--- config.mk ---
export PLATFORM = sky130hd
export DESIGN_NAME = shift_add_multiplier
export DESIGN_NICKNAME = d
export VERILOG_FILES = /design/src/rtl/shift_add_multiplier_pkg.sv /design/src/rtl/shift_add_multiplier_datapath.sv /design/src/rtl/shift_add_multiplier.sv
export SDC_FILE = /design/constraint.sdc
export NUM_CORES = 1
export LEC_CHECK = 0
export BUFFER_PORTS_ARGS = -buffer_cell sky130_fd_sc_hd__buf_4
export CAP_MARGIN = 15
export CORE_MARGIN = 2
export CORE_UTILIZATION = 35
export DETAILED_ROUTE_END_ITERATION = 10
export PLACE_DENSITY = 0.58
export SLEW_MARGIN = 5
export SYNTH_ARGS = -nofsm -noshare
export SYNTH_HDL_FRONTEND = slang
export SYNTH_SLANG_ARGS = --single-unit
--- constraint.sdc ---
create_clock -name clk -period 3.3 [get_ports clk]
set_input_delay 0.495 -clock clk [delete_from_list [all_inputs] [get_ports clk]]
set_output_delay 0.495 -clock clk [all_outputs]
set_load 0.005 [all_outputs]
--- src/rtl/shift_add_multiplier_pkg.sv ---
// Shared definitions for the sequential shift-and-add multiplier:
// FSM state encoding and the default operand width.
package shift_add_multiplier_pkg;

  localparam int DEFAULT_WIDTH = 32;

  typedef enum logic [1:0] {
    IDLE = 2'b00,
    RUN  = 2'b01,
    DONE = 2'b10
  } state_t;

endpackage

--- src/rtl/shift_add_multiplier_datapath.sv ---
// Accumulator, adder and shifter for the shift-and-add multiplier.
// Negative-edge registers; {acc, mplier} doubles as the product register.
module shift_add_datapath
  import shift_add_multiplier_pkg::*;
#(
  parameter int WIDTH = DEFAULT_WIDTH
) (
  input  logic                 clk,
  input  logic                 reset,
  input  logic                 i_load,
  input  logic                 i_step,
  input  logic [WIDTH-1:0]     i_multiplicand,
  input  logic [WIDTH-1:0]     i_multiplier,
  output logic [2*WIDTH-1:0]   o_product
);

  logic [WIDTH-1:0] r_mcand;
  logic [WIDTH-1:0] r_acc;
  logic [WIDTH-1:0] r_mplier;
  logic [WIDTH-1:0] w_addend;
  logic [WIDTH:0]   w_sum;

  assign w_addend  = r_mplier[0] ? r_mcand : '0;
  assign w_sum     = {1'b0, r_acc} + {1'b0, w_addend};
  assign o_product = {r_acc, r_mplier};

  // The carry bit of the sum shifts into the accumulator MSB, the sum LSB
  // into the vacated top of the multiplier register.
  always_ff @(negedge clk or negedge reset) begin
    if (!reset) begin
      r_mcand  <= '0;
      r_acc    <= '0;
      r_mplier <= '0;
    end else if (i_load) begin
      r_mcand  <= i_multiplicand;
      r_acc    <= '0;
      r_mplier <= i_multiplier;
    end else if (i_step) begin
      r_acc    <= w_sum[WIDTH:1];
      r_mplier <= {w_sum[0], r_mplier[WIDTH-1:1]};
    end
  end

endmodule

--- src/rtl/shift_add_multiplier.sv ---
// Sequential unsigned multiplier: one shift-add iteration per falling clock
// edge, fixed latency of WIDTH iterations followed by a one-cycle done strobe.
module shift_add_multiplier
  import shift_add_multiplier_pkg::*;
#(
  parameter int WIDTH = DEFAULT_WIDTH
) (
  input  logic                 clk,
  input  logic                 reset,
  input  logic                 start,
  input  logic [WIDTH-1:0]     multiplicand,
  input  logic [WIDTH-1:0]     multiplier,
  output logic [2*WIDTH-1:0]   product,
  output logic                 busy,
  output logic                 done
);

  localparam int CNT_W = (WIDTH > 1) ? $clog2(WIDTH) : 1;

  state_t           r_state;
  state_t           w_state_next;
  logic [CNT_W-1:0] r_count;
  logic             w_load;
  logic             w_step;
  logic             w_last;

  assign w_last = (r_count == CNT_W'(WIDTH - 1));

  always_ff @(negedge clk or negedge reset) begin
    if (!reset) begin
      r_state <= IDLE;
    end else begin
      r_state <= w_state_next;
    end
  end

  always_ff @(negedge clk or negedge reset) begin
    if (!reset) begin
      r_count <= '0;
    end else if (w_load) begin
      r_count <= '0;
    end else if (w_step) begin
      r_count <= w_last ? '0 : r_count + 1'b1;
    end
  end

  always_comb begin
    w_state_next = r_state;
    w_load       = 1'b0;
    w_step       = 1'b0;
    busy         = 1'b0;
    done         = 1'b0;
    unique case (r_state)
      IDLE: begin
        if (start) begin
          w_load       = 1'b1;
          w_state_next = RUN;
        end
      end
      RUN: begin
        busy   = 1'b1;
        w_step = 1'b1;
        if (w_last) begin
          w_state_next = DONE;
        end
      end
      DONE: begin
        // start is deliberately not looked at here: no queued requests
        done         = 1'b1;
        w_state_next = IDLE;
      end
      default: begin
        w_state_next = IDLE;
      end
    endcase
  end

  shift_add_datapath #(
    .WIDTH(WIDTH)
  ) u_datapath (
    .clk            (clk),
    .reset          (reset),
    .i_load         (w_load),
    .i_step         (w_step),
    .i_multiplicand (multiplicand),
    .i_multiplier   (multiplier),
    .o_product      (product)
  );

endmodule

==> reports/qor.yml, run 1 <==
run_status: "complete, no violations"
n_antenna_cell: 0
cp_num_buf_inv: 1
rsz0062_at_grt: "false"
critPathTopFamily: "flip-flops"
via_count: 5067
die_area_mm2: 0.0181
ant_nets: 0
hpwl_um: 10900
p_seq_frac: 0.316
cts_root_buf: "clkbuf_16"
netlist_instances: 620
ys.flop_type: "dfrtn_1"
slew_headroom: 0.595
start_util: 0.359
hold_viol_final: 0
synth_edf_count: 0
synthMuxAreaShare: 0.0638
fillerInstances: 1641
seq_area_frac_synth: 0.431
area_growth_pct: 28.9
power.internal_mw: 4.60
clk_latency_ns: 0.35
synth.area.top_cells: "dfrtn_1 43%, ha_1 7.1%, o21ai_0 6.3%"
synth_top_family_by_area: "compound AO/OA/AOI/OAI gates"
worst_slew_pin_slew_ns: 0.608
synth_xor_area_frac: 0.0396
grt_pass1_wl_um: 25000
dp_slack_ns: 0.0104
synth_top_area_frac: 0.431
p_sw_frac: 0.395
cap_violations: 0
cpMaxStageDelayCell: "dfrtn_1"
cts_max_level: 3
synthSimpleGateAreaFrac: 0.143
grt_usage: 0.170
grt_max_degree: 104
synth_compound_gate_area_share: 0.219
synth.top_cells.by_count: "103 x dfrtn_1, 81 x nand2_1, 75 x o21ai_0"
min_path_type: "flip-flop to flip-flop"
drive_above_1_share: 0.294
antenna_found_initial: 0
ys_warn_count: 0
skew_ns: 0.00762
clockPowerShare: 0.146
post-synth-top-area-cell: "dfrtn_1"
slowest_delay_ns: 0.44
power.leakage_nw: 3.50
worst-setup-path-type: "flip-flop to output port"
io_pins: 133
synth.ff_latch_count: 103
synth_most_common_cell: "dfrtn_1"
p_comb_frac: 0.537
synth.cell_area_mm2: 0.00598
grt_pass1_vias: 5044
dr.pass1.iters: 4
setup_slack_ns: 0.0222
start_kind: "flip-flop"
synth_cell_types: 53
p_per_area_mw_per_mm2: 985
worstPathRequired_ns: 2.80
stdcell_area_mm2: 0.00770
grt_overflow: 0
avgSynthCellArea_um2: 9.64
cts_inserted_buffers: 9
cts_tree: "yes"
drc_errors: 0
cts_sinks: 103
synthAdderAreaFrac: 0.0745
die_h_um: 135
finalMaxSlewViolations: 0
place_congestion: 0.832
synth_nets: 722
ir_worst_vdd_uv: 348
setup_viol: 0
dieWidth_um: 135
cp.arrival_ns: 2.78
drt_iter0_drc: 204
hold_buffers: 0
cp_max_fo: 3
io_buffer_count: 132
clk_path_buf_depth: 2
total_power_mw: 7.59
num_rows: 47
avgViaCountPerCell: 5.17
power.switching_mw: 3.00
core_mm2: 0.0166
wl_per_cell_um: 15.5
async_flop_share: 1.00
cp_cell_sequence: "nor2b_1, buf_4"
nets: 858
totalWireLength_um: 15200
worstSetupEndpointType: "output port"
clk_pin_slew_ns: 0.05
place_area_mm2: 0.00733
==> placed cells by master, fill, tap and decap left out, types with 4 or more instances in the layout <==
cell type  count
mux2_2        33
nor2_1        16
clkbuf_16      9
dfrtn_1      103
nand2b_1       5
and2_1        32
nor3_1         5
o21bai_1       5
o21ai_0       75
buf_4        154
nand4_1        4
inv_1         10
ha_1          34
nand3_1       14
a22oi_1       33
nand2_1       81
a21o_1         8
o21ai_1        6
nor2b_1        4
a22o_1         5
xor2_1        12
xnor2_1       15
buf_12         4
a21oi_1       38
==> registers in the layout, summed over array words and instances, names as in the netlist <==
name	count
u_datapath.r_acc	32
r_count	5
u_datapath.r_mcand	32
r_state	2
u_datapath.r_mplier	32
==> worst paths after layout <==
check                                        from                      to  slack [ns]  cells after the start
max                                    r_state[1]                    done        0.02                      2
min                        u_datapath.r_mcand[15]  u_datapath.r_mcand[15]        0.45                      1
max reg2reg                u_datapath.r_mplier[0]    u_datapath.r_acc[29]        0.21                     13
min reg2reg                u_datapath.r_mcand[15]  u_datapath.r_mcand[15]        0.45                      1
max in group asynchronous                   reset  u_datapath.r_mcand[15]        1.06                      2
min in group asynchronous                   reset  u_datapath.r_mplier[9]        1.72                      2
==> layout make-up <==
type                            count  area [µm²]  area share
Multi-Input combinational cell    472        3260       0.423
Clock inverter                      5        63.8     0.00828
Clock buffer                       11         243      0.0315
Inverter                           11        41.3     0.00536
Tap cell                          220         275      0.0357
Sequential cell                   103        2580       0.335
Timing Repair Buffer              159        1250       0.162
==> metrics by stage <==
step	setup TNS, ns	hold WS, ns	utilization	instances
2_1_floorplan	-0.179	0.410	-	620
3_3_place_gp	0	0.440	0.441	958
4_1_cts	0	0.449	0.461	977
5_1_grt	0	0.467	0.463	981
6_report	0	0.447	0.463	981
3_5_place_dp	0	0.449	0.441	958
==> routing by layer <==
| layer | global-route usage | wire, µm |
|---|---|---|
| met2 | 0.266 | 6840 |
| met3 | 0.0319 | 960 |
| met5 | 0 | 0 |
| met1 | 0.239 | 7190 |
| met4 | 0.0526 | 178 |
==> power groups by stage <==
stage	clock [mW]	sequential, mW	combinational [mW]
4_1_cts	1.15	2.41	4.10
5_1_grt	1.20	2.49	4.58
6_report	1.11	2.40	4.08
3_5_place_dp	0	2.43	4.05
3_3_place_gp	0	2.40	3.99
2_1_floorplan	0	2.34	2.69
==> kinds of logic after synthesis <==
kind of cell | count (synthesis)
xor gates and xnor gates | 27
adders and majority gates | 35
and+or+nand+nor | 176
muxes | 34
AOI/OAI and AO/OA | 200
buffers and inverters | 45
DFF | 103
==> timing repair <==
action | in CTS | in global routing
endpoints found under the setup margin | 3 | 4
hold endpoints to repair | 0 | 0
buffers inserted | 3 | 4
gates resized for setup | 3 | 0
pin swaps | 0 | 1
No activity file was read; power rests on OpenSTA's default activity.
==> run 2: changes to the inputs <==
- PLACE_DENSITY: 0.58 -> 0.57
- SYNTH_HIERARCHICAL: default -> 1
==> run 2 against run 1 <==
  * Sequential share of layout area fell by 0.57 points
  * Final cell count up 2.7%
  * Via count grew 2.6%
  * Clock skew decreased by 0.0032 ns
  * Combinational power grew 26%
  * First-iteration DRC count is 38% higher
  * Critical path depth is 1 higher
  * Design area is 1.7% higher
  * Hold slack about the same
  * Global-route usage grew 0.40 points
==> reports/qor.yml, run 2 <==
grt_max_degree: 66
multi_input_area_mm2: 0.00347
clk_path_buf_depth: 2
grt_usage: 0.174
worst-setup-path-type: "flip-flop to output port"
grt_pass1_wl_um: 25900
cts_setup_buffers: 2
worst_slew_pin_slew_ns: 0.751
final-seq-area_mm2: 0.00258
synth_most_common_cell: "dfrtn_1"
netlist_instances: 651
io_buffer_count: 132
synth_edf_count: 0
clk_latency_ns: 0.35
drive_above_1_share: 0.276
ys.flop_type: "dfrtn_1"
die_area_mm2: 0.0189
num_rows: 48
core_mm2: 0.0174
synth.top_cells.by_count: "103 x dfrtn_1, 75 x nand2_1, 56 x o21ai_0"
antenna_found_initial: 0
cts_resized: 0
async_flop_share: 1.00
skew_ns: 0.00439
die_h_um: 137
drt_iter0_drc: 281
top_regs: "u_datapath/r_acc (32), u_datapath/r_mcand (32), u_datapath/r_mplier (32)"
avgViaCountPerCell: 5.16
fillerInstances: 1714
synth_nets: 753
power.leakage_nw: 3.71
synth.area.top_cells: "dfrtn_1 41%, ha_1 6.8%, mux2i_1 6.4%"
place_congestion: 0.855
reg2reg_from: "u_datapath/r_mplier[0]"
ir_worst_vdd_uv: 726
hpwl_um: 12100
totalWireLength_um: 15800
whs_path_depth: 1
start_util: 0.359
grt_overflow: 0
n_antenna_cell: 0
setup_viol: 0
cts_root_buf: "clkbuf_16"
drc_errors: 0
grt_pass1_vias: 5308
reg2reg_depth: 11
nets: 879
cts_tree: "yes"
mostFrequentLayoutCells: "147 x buf_4, 103 x dfrtn_1, 75 x nand2_1"
final_common_cell: "buf_4"
area_growth_pct: 25.7
hold_buffers: 0
cts_inserted_buffers: 9
avgSynthCellArea_um2: 9.58
slew_headroom: 0.500
min_from: "u_datapath/r_mcand[0]"
r2r-end: "u_datapath/r_acc[15]"
dieWidth_um: 137
worstSetupEndpointType: "output port"
synth.ff_latch_count: 103
wl_per_cell_um: 15.7
cp_max_fo: 3
hold_viol_final: 0
clk_pin_slew_ns: 0.05
cts_sinks: 103
min_path_type: "flip-flop to flip-flop"
via_count: 5197
setup_slack_ns: 0.0618
seq_area_frac_synth: 0.413
cap_violations: 0
dr.pass1.iters: 4
r2r_slack_ns: 0.48
whs_ns: 0.447
io_pins: 133
finalMaxSlewViolations: 0
ys_warn_count: 6
min_to: "u_datapath/r_mcand[0]"
p_per_area_mw_per_mm2: 1110
rsz0062_at_grt: "false"
synth_top_area_frac: 0.413
synth.cell_area_mm2: 0.00623
run_status: "complete, no violations"
cts_max_level: 3
worstPathRequired_ns: 2.80
synth_cell_types: 63
post-synth-top-area-cell: "dfrtn_1"
ant_nets: 0
cp.arrival_ns: 2.74
dp_slack_ns: -0.108
start_kind: "flip-flop"
run 2: power by group:
group	switching (mW)	internal, mW	leakage [nW]
logic	2.71	2.43	2.31
registers	0.496	2.00	1.24
clock network	0.493	0.607	0.152
total	3.70	5.04	3.71
run 2: routing by layer:
| metal | vias up | global-route usage | wire length [µm] |
|---|---|---|---|
| li1 | 2572 | - | - |
| met1 | 2460 | 0.213 | 6890 |
| met2 | 146 | 0.285 | 7400 |
| met3 | 19 | 0.0541 | 1220 |
| met4 | 0 | 0.0687 | 298 |
| met5 | - | 0 | 0 |
run 2: cells by family (layout without fill, tap and decap cells):
logic type,after synthesis,in the layout,share of synthesized area
and+or+nand+nor,203,203,0.160
AOI/OAI and AO/OA,165,165,0.167
DFF,103,103,0.413
muxes,72,72,0.122
buffers and inverters,48,179,0.0309
adders and majority gates,35,35,0.0714
xor gates and xnor gates,25,25,0.0351
run 2: worst max-delay path, cell delays in order (launching register included):
cell	delay, ns
dfrtn_1	0.42
nand2b_2	0.16
inv_2	0.04
buf_4	0.12
run 2: metrics by stage:
step	cells	cell area [µm²]	TNS [ns]	util	total power, mW
after detailed placement	989	7530	-3.79	0.434	7.69
after global routing	1007	7840	0	0.452	9.55
final	1007	7840	0	0.452	8.74
after CTS	1007	7840	0	0.452	8.84
after floorplan	651	6250	0	-	5.99
after global placement	989	7530	-2.56	0.434	7.56
run 2: area by class of cell:
| cell class | count | area share |
|---|---|---|
| Timing Repair Buffer | 150 | 0.148 |
| Inverter | 13 | 0.00623 |
| Sequential cell | 103 | 0.329 |
| Tap cell | 225 | 0.0359 |
| Multi-Input combinational cell | 500 | 0.443 |
| Clock buffer | 10 | 0.0305 |
| Clock inverter | 6 | 0.00750 |
run 2: how the worst max path moves through the flow:
stage / slack, ns / end / start
5_1_grt: 0.002 / busy / r_state[0]
6_report: 0.06 / busy / r_state[1]
4_1_cts: 0.04 / busy / r_state[1]
3_3_place_gp: -0.11 / u_datapath/r_acc[25] / start
3_5_place_dp: -0.11 / u_datapath/r_acc[29] / start
2_1_floorplan: 0.008 / u_datapath/r_acc[29] / start
==> run 3: changes to the inputs <==
- ABC_AREA: default -> 0
- clock period: 3.3 -> 4.01 ns (I/O delays scaled with it)
==> run 3 against run 2 <==
  * Clock skew rose by 0.0041 ns
  * Power fell by 19%
  * Clock power fell by 24%
  * Global-route usage rose by 0.097 points
  * Setup slack improved by 0.14 ns
  * Critical endpoint unchanged
  * Via count fell by 0.27%
  * Sequential share of layout area rose by 0.32 points
  * Largest cell class unchanged
  * Hold slack got worse by 0.0027 ns
==> reports/qor.yml, run 3 (synthesized netlist as in run 2, its figures left out) <==
run_status: "complete, no violations"
power.switching_mw: 3.04
slew_headroom: 0.492
io_pins: 133
fillerInstances: 1704
min_to: "u_datapath/r_mcand[31]"
grt_usage: 0.175
finalMaxSlewViolations: 0
worstPathRequired_ns: 3.41
avgViaCountPerCell: 5.19
clk_path_buf_depth: 2
cts_setup_buffers: 0
fin_setup_tns_ns: 0
hold_buffers: 0
p_sw_frac: 0.427
antenna_found_initial: 0
cts_inserted_buffers: 9
io_buffer_count: 132
worstSetupEndpointType: "output port"
cp_max_fo: 6
place_congestion: 0.858
cts_resized: 0
n_antenna_cell: 0
grt_pass1_wl_um: 26100
r2r-end: "u_datapath/r_acc[15]"
power.leakage_nw: 3.66
hpwl_um: 12000
grt_overflow: 0
cpMaxStageDelayCell: "dfrtn_1"
p_seq_frac: 0.288
rsz0062_at_grt: "false"
r2r_slack_ns: 0.95
start_util: 0.359
worst_slew_pin_slew_ns: 0.762
drive_above_1_share: 0.267
wl_per_cell_um: 16.0
final_common_cell: "buf_4"
num_rows: 48
stdcell_area_mm2: 0.00776
power.internal_mw: 4.07
placed_cells: 984
place_area_mm2: 0.00749
start_kind: "flip-flop"
reg2reg_depth: 12
cts_max_level: 3
drc_errors: 0
grt_pass1_vias: 5363
whs_path_depth: 1
cap_violations: 0
area_growth_pct: 24.5
mostFrequentLayoutCells: "140 x buf_4, 103 x dfrtn_1, 75 x nand2_1"
ir_worst_vdd_uv: 570
die_h_um: 137
totalWireLength_um: 15900
cp.arrival_ns: 3.21
core_mm2: 0.0174
top_regs: "u_datapath/r_acc (32), u_datapath/r_mcand (32), u_datapath/r_mplier (32)"
via_count: 5183
slowest_delay_ns: 0.49
dieWidth_um: 137
cts_sinks: 103
hold_viol_final: 0
cts_tree: "yes"
clk_latency_ns: 0.35
min_from: "u_datapath/r_mcand[31]"
instances_no_fill: 999
p_per_area_mw_per_mm2: 916
setup_viol: 0
reg2reg_from: "u_datapath/r_mplier[0]"
cp_cell_sequence: "nand2b_2, inv_2, buf_4"
clockPowerShare: 0.118
drt_iter0_drc: 224
min_path_type: "flip-flop to flip-flop"
cts_root_buf: "clkbuf_16"
skew_ns: 0.00849
ant_nets: 0
clk_pin_slew_ns: 0.05
die_area_mm2: 0.0189
final_util: 0.447
p_comb_frac: 0.593
grt_max_degree: 65
worst-setup-path-type: "flip-flop to output port"
nets: 872
dr.pass1.iters: 4
==> run 3: cell types whose count changed in the layout (fill, tap and decap cells not counted) <==
cell | previous run | this run
buf_4 | 147 | 140
clkinv_2 | 4 | 2
bufinv_16 | 1 | 0
clkbuf_1 | 0 | 1
clkbuf_8 | 1 | 2
clkinv_4 | 0 | 1
inv_6 | 1 | 0
==> run 3: metal layers <==
metal  vias up  track usage  wire, µm
li1       2554            -         -
met1      2475        0.218      6990
met2       142        0.294      7610
met3        12       0.0489      1160
met4         0       0.0533       184
met5         -            0         0
==> run 3: how the worst max path moves through the flow <==
stage	start	to	cells after the start
finish	r_state[1]	busy	3
global route	r_state[1]	busy	3
CTS	r_state[1]	busy	3
detailed placement	start	u_datapath/r_acc[29]	7
global placement	start	u_datapath/r_acc[29]	7
floorplan	start	u_datapath/r_mcand[0]	4
==> run 3: final cells by class <==
| class | instances | area, µm² | area share |
|---|---|---|---|
| Clock buffer | 12 | 256 | 0.0330 |
| Inverter | 13 | 48.8 | 0.00629 |
| Sequential cell | 103 | 2580 | 0.332 |
| Multi-Input combinational cell | 500 | 3470 | 0.447 |
| Tap cell | 225 | 282 | 0.0363 |
| Clock inverter | 3 | 18.8 | 0.00242 |
| Timing Repair Buffer | 143 | 1110 | 0.143 |
==> run 3: power by group through the flow <==
stage / registers, mW / clock network (mW) / logic [mW]
6_report: 2.05 / 0.841 / 4.22
5_1_grt: 2.13 / 0.911 / 4.73
4_1_cts: 2.06 / 0.870 / 4.26
3_5_place_dp: 2.07 / 0 / 4.23
3_3_place_gp: 2.06 / 0 / 4.16
2_1_floorplan: 1.98 / 0 / 2.94
==> run 3: stage by stage <==
step                      total power, mW  setup slack [ns]  hold WS, ns
after floorplan                      4.92            0.0157        0.433
after global placement               6.21            0.0162        0.446
after detailed placement             6.31            0.0113        0.451
after CTS                            7.19             0.190        0.451
after global routing                 7.77             0.143        0.463
final                                7.11             0.197        0.444
==> run 3: worst max-delay path: cells and delay by family, from the launching register on <==
family                 cells  cell delay (ns)
flip-flops                 1             0.49
AND/OR/NAND/NOR            1             0.19
buffers and inverters      2             0.16
